[src/rtl/datapath_unit.sv]
// Execution datapath: 16x16 register file, 256x16 data memory, ALU and write-back mux.
// Define DATAPATH_FLAGS_EN to build the {N, C, Z} status register; otherwise Flags is 3'b000.
module datapath_unit #(
  parameter int DW = 16,
  parameter int AW = 8,
  parameter int RW = 4
) (
  input  logic          Clock,
  input  logic          Reset,
  input  logic [AW-1:0] D_Addr,
  input  logic          D_Wr,
  input  logic          RF_s,
  input  logic          RF_W_en,
  input  logic [RW-1:0] RF_W_Addr,
  input  logic [RW-1:0] RF_Ra_Addr,
  input  logic [RW-1:0] RF_Rb_Addr,
  input  logic [2:0]    ALU_s0,
  output logic [DW-1:0] Ra_Data,
  output logic [DW-1:0] Rb_Data,
  output logic [DW-1:0] ALU_Out,
  output logic [2:0]    Flags
);

  localparam int NREG = 1 << RW;
  localparam int NMEM = 1 << AW;

  localparam logic [2:0] OP_ZERO = 3'd0;
  localparam logic [2:0] OP_ADD  = 3'd1;
  localparam logic [2:0] OP_SUB  = 3'd2;
  localparam logic [2:0] OP_PASS = 3'd3;
  localparam logic [2:0] OP_XOR  = 3'd4;
  localparam logic [2:0] OP_OR   = 3'd5;
  localparam logic [2:0] OP_AND  = 3'd6;
  localparam logic [2:0] OP_INC  = 3'd7;

  logic [DW-1:0] rf_q [NREG];
  logic [DW-1:0] mem_q [NMEM];
  logic [DW-1:0] r_data_q;
  logic [DW-1:0] r_data_d;
  logic [DW-1:0] rf_wdata;

  assign Ra_Data = rf_q[RF_Ra_Addr];
  assign Rb_Data = rf_q[RF_Rb_Addr];

  always_comb begin
    ALU_Out = '0;
    case (ALU_s0)
      OP_ZERO: ALU_Out = '0;
      OP_ADD:  ALU_Out = Ra_Data + Rb_Data;
      OP_SUB:  ALU_Out = Ra_Data - Rb_Data;
      OP_PASS: ALU_Out = Ra_Data;
      OP_XOR:  ALU_Out = Ra_Data ^ Rb_Data;
      OP_OR:   ALU_Out = Ra_Data | Rb_Data;
      OP_AND:  ALU_Out = Ra_Data & Rb_Data;
      OP_INC:  ALU_Out = Ra_Data + DW'(1);
      default: ALU_Out = '0;
    endcase
  end

  assign rf_wdata = RF_s ? r_data_q : ALU_Out;

  always_ff @(posedge Clock or negedge Reset) begin
    if (!Reset) begin
      for (int i = 0; i < NREG; i++) begin
        rf_q[i] <= '0;
      end
    end else if (RF_W_en) begin
      rf_q[RF_W_Addr] <= rf_wdata;
    end
  end

  // Memory contents survive reset; reset only blocks writes while it is held.
  always_ff @(posedge Clock or negedge Reset) begin
    if (!Reset) begin
    end else if (D_Wr) begin
      mem_q[D_Addr] <= Ra_Data;
    end
  end

  // Sampled from the pre-edge array, so a same-address write returns old data.
  assign r_data_d = mem_q[D_Addr];

  always_ff @(posedge Clock or negedge Reset) begin
    if (!Reset) begin
      r_data_q <= '0;
    end else begin
      r_data_q <= r_data_d;
    end
  end

`ifdef DATAPATH_FLAGS_EN
  logic [DW:0] add_wide;
  logic [DW:0] inc_wide;
  logic        carry;
  logic [2:0]  flags_d;
  logic [2:0]  flags_q;

  assign add_wide = {1'b0, Ra_Data} + {1'b0, Rb_Data};
  assign inc_wide = {1'b0, Ra_Data} + (DW + 1)'(1);

  always_comb begin
    carry = 1'b0;
    case (ALU_s0)
      OP_ADD:  carry = add_wide[DW];
      OP_SUB:  carry = (Ra_Data < Rb_Data);
      OP_INC:  carry = inc_wide[DW];
      default: carry = 1'b0;
    endcase
  end

  // Only ALU write-backs move the flags; loads and idle cycles hold them.
  always_comb begin
    flags_d = flags_q;
    if (RF_W_en && !RF_s) begin
      flags_d = {ALU_Out[DW-1], carry, (ALU_Out == '0)};
    end
  end

  always_ff @(posedge Clock or negedge Reset) begin
    if (!Reset) begin
      flags_q <= 3'b000;
    end else begin
      flags_q <= flags_d;
    end
  end

  assign Flags = flags_q;
`else
  assign Flags = 3'b000;
`endif

endmodule

[config.mk]
export PLATFORM = sky130hd
export DESIGN_NAME = datapath_unit
export DESIGN_NICKNAME = d
export VERILOG_FILES = /design/src/rtl/datapath_unit.sv
export SDC_FILE = /design/constraint.sdc
export NUM_CORES = 2
export LEC_CHECK = 0
export BUFFER_PORTS_ARGS = -buffer_cell sky130_fd_sc_hd__buf_4
export CAP_MARGIN = 20
export CORE_MARGIN = 2
export CORE_UTILIZATION = 42
export CTS_BUF_LIST = sky130_fd_sc_hd__clkbuf_8
export DETAILED_ROUTE_END_ITERATION = 8
export SYNTH_ARGS = -nofsm -noshare
export SYNTH_HDL_FRONTEND = slang
export SYNTH_SLANG_ARGS = --single-unit
[constraint.sdc]
create_clock -name Clock -period 7.7 [get_ports Clock]
set_input_delay 0 -clock Clock [delete_from_list [all_inputs] [get_ports Clock]]
set_output_delay 0 -clock Clock [all_outputs]
set_load 0.02 [all_outputs]
### Word level (Yosys, flattened, before mapping)

Memory sizes are Yosys's and may differ from the RTL's. A register that Yosys moved wholly into a read port is not among the register bits.
Index checks and enable logic that the tools add are counted.

| word-level totals | value |
|---|---|
| bits in registers | 256 |
| memories kept | 1 |
| input bits | 28 |
| RAM bits | 4096 |

Memories:

| memory | words | width | read ports | clocked after Yosys merged registers in | write ports | RTL line | RTL |
|---|---|---|---|---|---|---|---|
| mem_q | 256 | 16 | 1 | 1 | 1 | 37 | `logic [DW-1:0] mem_q [NMEM];` |

| cells by class | value |
|---|---|
| mux-type cells | 13 |
| bitwise logic cells | 6 |
| reduce and logical (&&, ||, !) cells | 4 |
| eq/ne operators | 7 |
| magnitude comparators | 4 |
| add/subtract/negate cells | 3 |

Operators with widths:

| cell | count |
|---|---|
| bitwise mux 256 bit | 1 |
| binary-select mux 16 bit (select 4 bit) | 2 |
| one-hot mux 16 bit (8 select lines) | 1 |
| 2-to-1 mux 16 bit | 6 |
| demux 16 bit (select 4 bit) | 1 |
| adder 16 x 1 -> 16 bit, second input constant | 1 |
| adder 16 bit | 1 |
| bitwise AND 16 bit | 1 |
| OR 16 bit | 1 |
| subtractor 16 bit | 1 |
| XOR 16 bit | 1 |
| greater-or-equal comparator 5 bit, second input constant | 3 |
| NOT 4 -> 5 bit | 3 |
| equality test 3 bit, second input constant | 4 |
| equality test 3 x 2 -> 1 bit, second input constant | 2 |
| < comparator 5 x 1 -> 1 bit, second input constant | 1 |
| equality test 3 x 1 -> 1 bit, second input constant | 1 |
| logical NOT 3 bit | 1 |
| logical AND 1 bit | 2 |
| 2-to-1 mux 1 bit | 2 |
| logical NOT 1 bit | 1 |

### Longest topological paths before layout

| depth | value |
|---|---|
| depth in word-level cells | 8 |
| mapped depth | 24 |

### Worst setup path after synthesis

Ideal clock, no wire load.

| timing path | value |
|---|---|
| path type | input to register |
| start point | in RF_Ra_Addr[0] |
| end point | reg rf_q[138] in the netlist's numbering |
| library setup time | 0.065 ns |
| data arrival time | 6.579 ns |
| buffers on the path | 4 |
| stages | 19 |
| slack | 1.056 ns |
| data required time | 7.635 ns |
| path through | buf_2 clkbuf_1 buf_2 mux4_2 mux4_2 ha_1 inv_1 fa_1 nor2b_1 o21ai_0 a21oi_1 o21ai_0 a21oi_1 o2111ai_1 nor3b_1 o31ai_1 mux2_2 clkbuf_1 mux2_2 |

| on the way | value |
|---|---|
| cells in the longest elaborated chain, start to end | 8 |
| elaborated cells between the ends (all ways) | 13 |

RTL lines:

| element | RTL line | RTL |
|---|---|---|
| from (decl) | 15 | `input logic [RW-1:0] RF_Ra_Addr,` |
| NOT 4 -> 5 bit (implied by the code) * | 42 | `assign Ra_Data = rf_q[RF_Ra_Addr];` |
| binary-select mux 16 bit (select 4 bit) * | 42 |  |
| 2-to-1 mux 16 bit (implied by the code) * (2 in a row) | 42 |  |
| named net Ra_Data[0] | 18 | `output logic [DW-1:0] Ra_Data,` |
| adder 16 x 1 -> 16 bit, or another cell as far along | 55 | `OP_INC: ALU_Out = Ra_Data + DW'(1);` |
| one-hot mux 16 bit (8 select lines) * | 47 | `case (ALU_s0)` |
| named net ALU_Out[10] | 20 | `output logic [DW-1:0] ALU_Out,` |
| 2-to-1 mux 16 bit * | 60 | `assign rf_wdata = RF_s ? r_data_q : ALU_Out;` |
| bitwise mux 256 bit * | 68 | `rf_q[RF_W_Addr] <= rf_wdata;` |
| to (signal, indexed assignment) | 68 |  |
| to (decl) | 36 | `logic [DW-1:0] rf_q [NREG];` |

The timed path passes the listed nets; every way through them passes the cells marked *. The select of a mux whose other input is x is not followed.
A chain may end at the register's enable or synchronous reset.

### Worst setup path in the final report

| timing path | value |
|---|---|
| start point | reg rf_q[195] in the netlist's numbering |
| end point | reg rf_q[127] in the netlist's numbering |

| on the way | value |
|---|---|
| cells in the longest elaborated chain, start to end | 7 |
| elaborated cells between the ends (all ways) | 12 |

RTL lines:

| element | RTL line |
|---|---|
| binary-select mux 16 bit (select 4 bit) (on tied branches) | 42, 43 |
| 2-to-1 mux 16 bit (on tied branches) (2 in a row) | 42, 43 |
| adder 16 x 1 -> 16 bit, or another cell as far along | 55 |
| one-hot mux 16 bit (8 select lines) * | 47 |
| 2-to-1 mux 16 bit * | 60 |
| bitwise mux 256 bit * | 68 |

Mark *: on every way between the ends. The rest lies on a longest branch, timed or not. The select of a mux whose other input is x is not followed.

==> flow_metrics.py <==
metrics = {
    "outcome": {
        "outcome": "finished, final reports clean",
    },
    "clocking": {
        "clk_latency_ns": 1.25,
        "clk_pin_slew_worst_paths_ns": 0.06,
        "cts.sinks": 4368,
        "ctsRootBufferMaster": "clkbuf_8",
        "cts_tree": "done",
        "clockBufferDepth": 4,
        "cts_max_level": 6,
        "cts_resized": 0,
        "cts_buffers": 692,
    },
    "synthesis": {
        "synth-simple-area-share": 0.02217,
        "synth_top_area_share": 0.7116,
        "synth_area_mm2": 0.1728,
        "synth_largest_area_cell": "edfxtp_1",
        "synth-seq-cells": 4368,
        "ys.flop_type": "edfxtp_1",
        "synth-edff-count": 4096,
        "synthAdderAreaFrac": 0.003591,
        "synth_xor_xnor_area_share": 0.0009628,
        "syn_inst": 7733,
        "ys_types": 71,
        "synth.area.top_cells": "edfxtp_1 (71%), mux4_2 (19%), dfrtp_1 (3.9%)",
        "synth_top_family_by_area": "multiplexers",
        "synth-compound-area-share": 0.009708,
        "synth_warnings": 0,
        "synth_mux_area_frac": 0.2001,
        "ys_seq_area_frac": 0.7510,
        "postSynth.asyncResetShare": 0.06227,
        "synth_area_per_cell_um2": 22.35,
    },
    "power": {
        "powerDensity_mw_per_mm2": 288.0,
        "p_leak_nw": 64.29,
        "total_power_mw": 56.51,
        "irDropWorstVdd_v": 0.0003514,
    },
    "critical_path": {
        "end_kind": "register",
        "cp.arrival_ns": 8.14,
        "worstSetupStartpointType": "register",
        "critPathRequiredTime_ns": 8.81,
        "worst-path-max-fanout": 13,
        "critPathKind": "reg -> reg",
    },
    "route": {
        "vias_per_cell": 5.927,
        "drc": 0,
        "wl_per_cell_um": 32.65,
        "finalWirelength_mm": 474.3,
        "dr_total_vias": 86090,
        "drt_iter0_markers": 11250,
        "first_pass_iters": 6,
        "ant_nets": 0,
    },
    "timing": {
        "holdWs_ns": 0.1118,
        "final-setup-viol-count": 0,
        "finalMaxSlewViolations": 0,
        "rsz0062_at_grt": "no",
        "max_freq_mhz": 142.3,
        "fin_crit_ns": 7.028,
        "skew_ns": 0.06417,
        "fin_ws_ns": 0.6716,
        "maxSlewHeadroom": 0.02138,
        "hold_viol": 0,
        "tightest_slew_ns": 1.468,
        "setup_tns_ns": 0,
        "fin_crit_sh": 0.9128,
    },
    "die": {
        "core_mm2": 0.4096,
        "num_rows": 235,
        "dieArea_mm2": 0.4167,
        "initial_core_util": 0.4220,
        "io_pins": 79,
        "die_height_um": 645.5,
        "die_w_um": 645.5,
    },
    "cells_and_area": {
        "design_area_mm2": 0.1962,
        "layout_common_cells": "edfxtp_1 (4096), mux4_2 (1419), clkbuf_8 (713)",
        "final_common_cell": "edfxtp_1",
        "nFillCells": 33140,
        "synthToLayoutAreaGrowth_pct": 13.51,
        "drive_gt1_frac": 0.3508,
        "ff_latch_area_mm2": 0.1298,
        "nNetsFinal": 8598,
        "multi_input_area_mm2": 0.04160,
    },
    "placed_design": {
        "dp_slack_ns": 1.372,
        "port_buffers": 75,
        "place_area_mm2": 0.1830,
        "gp_congestion": 0.8426,
        "dpl.hpwl_mm": 276.3,
    },
    "worst_hold_path": {
        "hold_path_class": "in -> reg",
    },
    "run": {
        "maxCapViolCount": 0,
    },
    "global_routing": {
        "gr-total-overflow": 0,
        "grt_first_pass_wirelength_mm": 668.7,
        "grt_max_degree": 209,
        "grt_use_total": 0.2259,
        "antenna_found_initial": 29,
        "grt_pass1_vias": 88030,
    },
}
-- cell type report --
cell class                 instances  share of cell area
sequential                      4368              0.6616
multi-input combinational       2857              0.2121
clock buffer                     712             0.04995
tap                             5451             0.03476
timing repair buffer             551             0.02704
clock inverter                   520             0.01333
inverter                          51            0.001014
antenna                           15           0.0001913
-- registers in the layout, indices dropped and copies added (netlist names) --
name,count
rf_q,256
r_data_q,16
mem_q,4096
-- Yosys cell counts (all sizes together) (6+ instances only) --
cell type / n
nand2: 447
nand4: 11
mux2i: 42
nor2b: 34
nor2: 308
o22ai: 21
nor3: 10
mux4: 1447
nand3: 66
a22oi: 35
ha: 48
and3: 6
a21o: 11
o211ai: 7
edfxtp: 4096
a31oi: 13
a221o: 6
mux2: 136
a21oi: 24
nand2b: 9
o31ai: 22
o21ai: 62
inv: 49
clkbuf: 265
xnor2: 16
dfrtp: 272
buf: 194
-- worst paths after layout --
check	start	to	slack, ns	cells past startpoint
max	rf_q[195]$_DFFE_PN0P_	rf_q[127]$_DFFE_PN0P_	0.67	21
min	RF_s	rf_q[95]$_DFFE_PN0P_	0.11	5
max reg2reg	rf_q[195]$_DFFE_PN0P_	rf_q[127]$_DFFE_PN0P_	0.67	21
min reg2reg	rf_q[71]$_DFFE_PN0P_	rf_q[71]$_DFFE_PN0P_	0.49	2
max in group asynchronous	Reset	rf_q[40]$_DFFE_PN0P_	5.36	8
min in group asynchronous	Reset	rf_q[237]$_DFFE_PN0P_	0.48	5
-- cell families after synthesis --
group | count (synthesis)
AOI/OAI and AO/OA | 241
and+or+nand+nor | 920
other | 1
adders and majority gates | 49
xor gates and xnor gates | 19
muxes | 1625
buffers and inverters | 510
DFF | 4368
-- per-layer routing --
layer	track usage	up-vias	part of all wire
met4	0.07665	6	0.036
met1	0.3104	46540	0.39
li1	-	34250	-
met2	0.3623	4375	0.48
met3	0.04586	922	0.089
met5	0	-	0.00011
-- critical path: stages, from the launching register on --
cell and delay [ns]:
dfrtp_1 0.40, mux4_2 0.49, a22oi_1 0.21, nand2_1 0.29, nor4b_4 0.55, a21o_1 0.26, o21ai_0 0.13, xnor2_1 0.18
nor2_1 0.07, ha_1 0.40, a21o_1 0.19, a21o_1 0.22, a21oi_1 0.15, o31ai_1 0.12, a31o_2 0.29, a31o_2 0.25
and3_1 0.21, o21ba_1 0.23, nor4_4 0.43, dlygate4sd3_1 1.09, o21ai_2 0.13, dlygate4sd3_1 0.58
-- power by group --
part	internal (mW)	switching [mW]	leakage (nW)	total, mW
Sequential	29.6	0.451	40.8	30.0
Clock	8.90	9.19	7.26	18.1
Combinational	2.37	6.01	16.2	8.38
Total	40.9	15.7	64.3	56.5
-- stage by stage --
| step | std cells | utilization |
|---|---|---|
| final | 14530 | 0.4790 |
| after global routing | 14520 | 0.4789 |
| after CTS | 14500 | 0.4783 |
| after detailed placement | 13220 | 0.4468 |
| after global placement | 13160 | 0.4445 |
| after floorplan | 7735 | - |
-- timing repair --
| item | CTS | global route |
|---|---|---|
| buffers inserted | 0 | 0 |
| hold endpoints to repair | 1179 | 0 |
| hold buffers | 51 | 0 |
Power figures use the tool's default switching activity.
